==> src/rtl/serial_subtractor.sv <==
`default_nettype none
// ============================================================================
//  Module   : serial_subtractor
//  Purpose  : Bit-serial WIDTH-bit subtractor (a - b - bin), LSB first, with
//             one shared full-subtractor cell and a single borrow flip-flop.
//  Revision : 1.0 - initial release
// ============================================================================
module serial_subtractor #(
    parameter int WIDTH = 4
) (
    input  logic             clk,
    input  logic             rst,
    input  logic             start,
    input  logic [WIDTH-1:0] a,
    input  logic [WIDTH-1:0] b,
    input  logic             bin,
    output logic [WIDTH-1:0] diff,
    output logic             bout,
    output logic             busy,
    output logic             done
);

    localparam int CNT_W = $clog2(WIDTH);

    localparam logic [0:0] S_IDLE = 1'b0;
    localparam logic [0:0] S_BUSY = 1'b1;

    localparam logic [CNT_W-1:0] c_cnt_last = CNT_W'(WIDTH - 1);
    localparam logic [CNT_W-1:0] c_cnt_one  = CNT_W'(1);

    logic [0:0]       r_state;
    logic [WIDTH-1:0] r_a_sr;
    logic [WIDTH-1:0] r_b_sr;
    logic             r_br;
    logic [CNT_W-1:0] r_cnt;
    logic [WIDTH-1:0] r_sr;
    logic [WIDTH-1:0] r_diff;
    logic             r_bout;
    logic             r_done;

    logic             w_d;
    logic             w_br_next;
    logic [WIDTH-1:0] w_res;

    // Full-subtractor cell operating on the current LSBs.
    assign w_d       = r_a_sr[0] ^ r_b_sr[0] ^ r_br;
    assign w_br_next = (~r_a_sr[0] & r_b_sr[0]) | (~(r_a_sr[0] ^ r_b_sr[0]) & r_br);
    // Result register content after this bit is shifted in at the MSB.
    assign w_res     = {w_d, r_sr[WIDTH-1:1]};

    always_ff @(posedge clk) begin
        if (rst) begin
            r_state <= S_IDLE;
            r_a_sr  <= '0;
            r_b_sr  <= '0;
            r_br    <= 1'b0;
            r_cnt   <= '0;
            r_sr    <= '0;
            r_diff  <= '0;
            r_bout  <= 1'b0;
            r_done  <= 1'b0;
        end else begin
            r_done <= 1'b0;
            case (r_state)
                S_IDLE: begin
                    if (start) begin
                        r_a_sr  <= a;
                        r_b_sr  <= b;
                        r_br    <= bin;
                        r_cnt   <= '0;
                        r_sr    <= '0;
                        r_state <= S_BUSY;
                    end
                end
                S_BUSY: begin
                    r_a_sr <= r_a_sr >> 1;
                    r_b_sr <= r_b_sr >> 1;
                    r_br   <= w_br_next;
                    r_sr   <= w_res;
                    r_cnt  <= r_cnt + c_cnt_one;
                    if (r_cnt == c_cnt_last) begin
                        r_diff  <= w_res;
                        r_bout  <= w_br_next;
                        r_done  <= 1'b1;
                        r_state <= S_IDLE;
                    end
                end
                default: r_state <= S_IDLE;
            endcase
        end
    end

    assign diff = r_diff;
    assign bout = r_bout;
    assign busy = (r_state == S_BUSY);
    assign done = r_done;

endmodule
`default_nettype wire

==> config.mk <==
export PLATFORM = sky130hd
export DESIGN_NAME = serial_subtractor
export DESIGN_NICKNAME = d
export VERILOG_FILES = /design/src/rtl/serial_subtractor.sv
export SDC_FILE = /design/constraint.sdc
export NUM_CORES = 1
export LEC_CHECK = 0
export ABC_AREA = 0
export BUFFER_PORTS_ARGS = -buffer_cell sky130_fd_sc_hd__buf_2
export CAP_MARGIN = 20
export CORE_UTILIZATION = 50
export CTS_CLUSTER_DIAMETER = 100
export CTS_CLUSTER_SIZE = 40
export DETAILED_ROUTE_END_ITERATION = 7
export GPL_ROUTABILITY_DRIVEN = 0
export GPL_TIMING_DRIVEN = 0
export PLACE_DENSITY = 0.76
export REMOVE_ABC_BUFFERS = 1
export SLEW_MARGIN = 20
export SYNTH_ARGS = -nofsm -noshare
export SYNTH_HDL_FRONTEND = slang
export SYNTH_SLANG_ARGS = --single-unit
==> constraint.sdc <==
create_clock -name clk -period 2.2 [get_ports clk]
set_clock_uncertainty 0.05 [all_clocks]
set_input_delay 0.44 -clock clk [delete_from_list [all_inputs] [get_ports clk]]
set_output_delay 0.44 -clock clk [all_outputs]
set_load 0.03 [all_outputs]
==> impl_metrics.ini <==
[power]
seqPwrFrac_pct = 62.5
pwr-share-clk_pct = 26.6
total_leakage_power_nw = 0.426
total_power_w = 0.000671
p_int_w = 0.000505
power_density_nw_per_um2 = 664
p_comb_share_pct = 10.9
p_sw_share_pct = 24.7
power.switching_w = 0.000166
vdd_ir_drop_max_mv = 0.376

[finish]
antennaDiodeCount = 0
final_util_pct = 59.2
drive_gt1_share_pct = 26.4
area_growth_pct = 11.1
fillerInstances = 163
final_nets = 121

[routing]
drtIter0Drc = 3
drt_first_pass_iters = 4
drt_wl_total_um = 1560
drc = 0
vias = 680
wl_per_cell_um = 11.9
post_drt_via_cell_ratio = 5.19
postRouteAntennaNets = 0

[yosys]
synth_warnings = 0
syn_area_um2 = 910
synth_seq_cells = 21
ys_seq_area_share_pct = 46.2
syn_avg_cell_area_um2 = 10.0
synth_cells = 91
yosys.cell_types.count = 22

[placement]
io_buffers = 18
dp_slack_ns = 0.439
dp_hpwl_um = 1010

[cts]
clk_pin_slew_worst_paths_ns = 0.11
cts_hold_buf = 0
clock_sinks = 21
cts-buffers-inserted = 3
cts_root_buf = clkbuf_4
cts_resized = 0
h-tree-depth = 1
clk_latency_ns = 0.29
clockBufferDepth = 2
cts_tree = yes
cts_setup_buffers = 0

[floorplanning]
die_height_um = 44.7
die_area_um2 = 1990
initial_core_util_pct = 53.3
dieWidth_um = 44.7
row_count = 15
core_um2 = 1710
io_pins = 19

[timing]
timing.hold.ws_ns = 0.401
rsz0062_at_grt = no
final-hold-violation-count = 0
slew_headroom_pct = 65.0
worst_pin_slew_ns = 0.525
worst_slack_ns = 0.432
maxSlewViolCount = 0
finalCritPeriodShare_pct = 80.4
finalCriticalPeriod_ns = 1.77
setup_violations = 0
fmax_mhz = 566
tns_ns = 0

[global_routing]
antenna_found_initial = 0
grt_max_degree = 35
grt_pass1_wl_um = 2630
grt_overflow_total = 0
grt_usage_pct = 18.4
grt_pass1_vias = 625

[worst_setup_path]
crit_path_top_delay_cell = dfxtp_2
rr_worst_depth = 2
worst-setup-path-type = flip-flop to output port
slowest_delay_ns = 0.68
worstPathMaxFanout = 34
r2r_start = busy$_SDFF_PP0_
crit_arrival_ns = 1.28
cp-endpoint = busy
worst_setup_path_end_kind = output port
required_ns = 1.71
cp.depth = 1
r2r-end = r_b_sr[0]$_SDFFE_PP0P_
critPathTopFamily = flip-flops
startpoint = busy$_SDFF_PP0_
start_kind = flip-flop
rrSetupSlack_ns = 0.86
path_cells = buf_2
cp_num_buf_inv = 1

[worst_hold_path]
hold_class = primary input to flip-flop

[outcome]
outcome = finished, final reports clean

[job]
cap_violations = 0
[cell type report]
class | instances | area [um^2] | share of cell area, %
well taps | 25 | 31.3 | 3.09
repair buffers | 18 | 90.1 | 8.91
inverters | 3 | 11.3 | 1.11
clock buffers | 4 | 26.3 | 2.60
multi-input cells | 60 | 430 | 42.6
flip-flops and latches | 21 | 422 | 41.7
[Yosys cell counts]
master | n | area, um^2
nor2b_1 | 6 | 37.5
ha_1 | 1 | 12.5
nor2_1 | 2 | 7.51
inv_1 | 3 | 11.3
a311oi_1 | 1 | 8.76
a211oi_1 | 7 | 52.6
or3b_1 | 3 | 26.3
nand2b_1 | 1 | 6.26
nand3_1 | 4 | 20.0
clkbuf_1 | 2 | 7.51
or3b_2 | 2 | 17.5
a21bo_2 | 4 | 40.0
buf_2 | 2 | 10.0
a21oi_1 | 11 | 55.1
nor3_1 | 2 | 10.0
dfxtp_1 | 21 | 420
a21o_1 | 1 | 7.51
mux2i_1 | 9 | 90.1
buf_6 | 2 | 22.5
nand2_1 | 5 | 18.8
fa_1 | 1 | 20.0
buf_4 | 1 | 7.51
[per-stage QoR]
stage	area (um^2)	std cells
floorplan	862	84
global placement	983	127
detailed placement	983	127
CTS	1010	131
global route	1010	131
finish	1010	131
[layer usage]
layer  vias to the layer above  global-route usage, %  share of wire (%)
met5                         -                      0                  0
li1                        351                      -                  -
met4                         0                   10.9                1.5
met2                        19                   31.5                 47
met3                         2                   3.67                3.6
met1                       308                   21.0                 47
[power groups by stage]
| stage | Clock, W | Combinational (W) | Sequential (W) |
|---|---|---|---|
| after global routing | 0.000206 | 0.0000813 | 0.000424 |
| after detailed placement | 0 | 0.0000739 | 0.000428 |
| after floorplan | 0 | 0.0000436 | 0.000425 |
| after CTS | 0.000187 | 0.0000742 | 0.000419 |
| final | 0.000178 | 0.0000730 | 0.000420 |
| after global placement | 0 | 0.0000714 | 0.000426 |
[logic make-up (layout without fill, tap and decap cells)]
family,Yosys count,count (layout),synth area share [%]
buffers and inverters,10,25,6.47
muxes,9,9,9.90
and+or+nand+nor,25,25,15.8
AOI/OAI and AO/OA,24,24,18.0
adders and majority gates,2,2,3.58
DFF,21,21,46.2
[layout by cell type (no fill, tap or decap)]
master and n:
nor3_1 2, nand2b_1 1, inv_1 3, buf_2 18, or3b_2 2, ha_1 1, clkbuf_4 3, fa_1 1
a21oi_1 11, dfxtp_1 20, mux2i_1 9, a211oi_1 7, a21bo_2 4, nor2_1 2, or3b_1 3, a311oi_1 1
nand2_1 5, a21o_1 1, nand3_1 4, nor2b_1 6, clkbuf_1 1, dfxtp_2 1
[sequential cells by signal, indices dropped and copies added, names as in the netlist]
signal	count
diff	4
r_a_sr	4
r_b_sr	4
r_sr	3
r_cnt	2
bout	1
busy	1
done	1
r_br	1
[worst min path at each step]
stage | from | end | slack (ns) | cells past startpoint
after floorplan | r_sr[1]$_SDFFE_PP0P_ | diff[0]$_SDFFE_PP0P_ | 0.38 | 2
after global placement | r_sr[1]$_SDFFE_PP0P_ | diff[0]$_SDFFE_PP0P_ | 0.40 | 2
after detailed placement | r_sr[3]$_SDFFE_PP0P_ | r_sr[2]$_SDFFE_PP0P_ | 0.41 | 2
after CTS | bin | r_br$_SDFFE_PP0P_ | 0.39 | 3
after global routing | bin | r_br$_SDFFE_PP0P_ | 0.38 | 3
final | b[3] | r_b_sr[3]$_SDFFE_PP0P_ | 0.40 | 3
(Power assumes the default switching activity.)
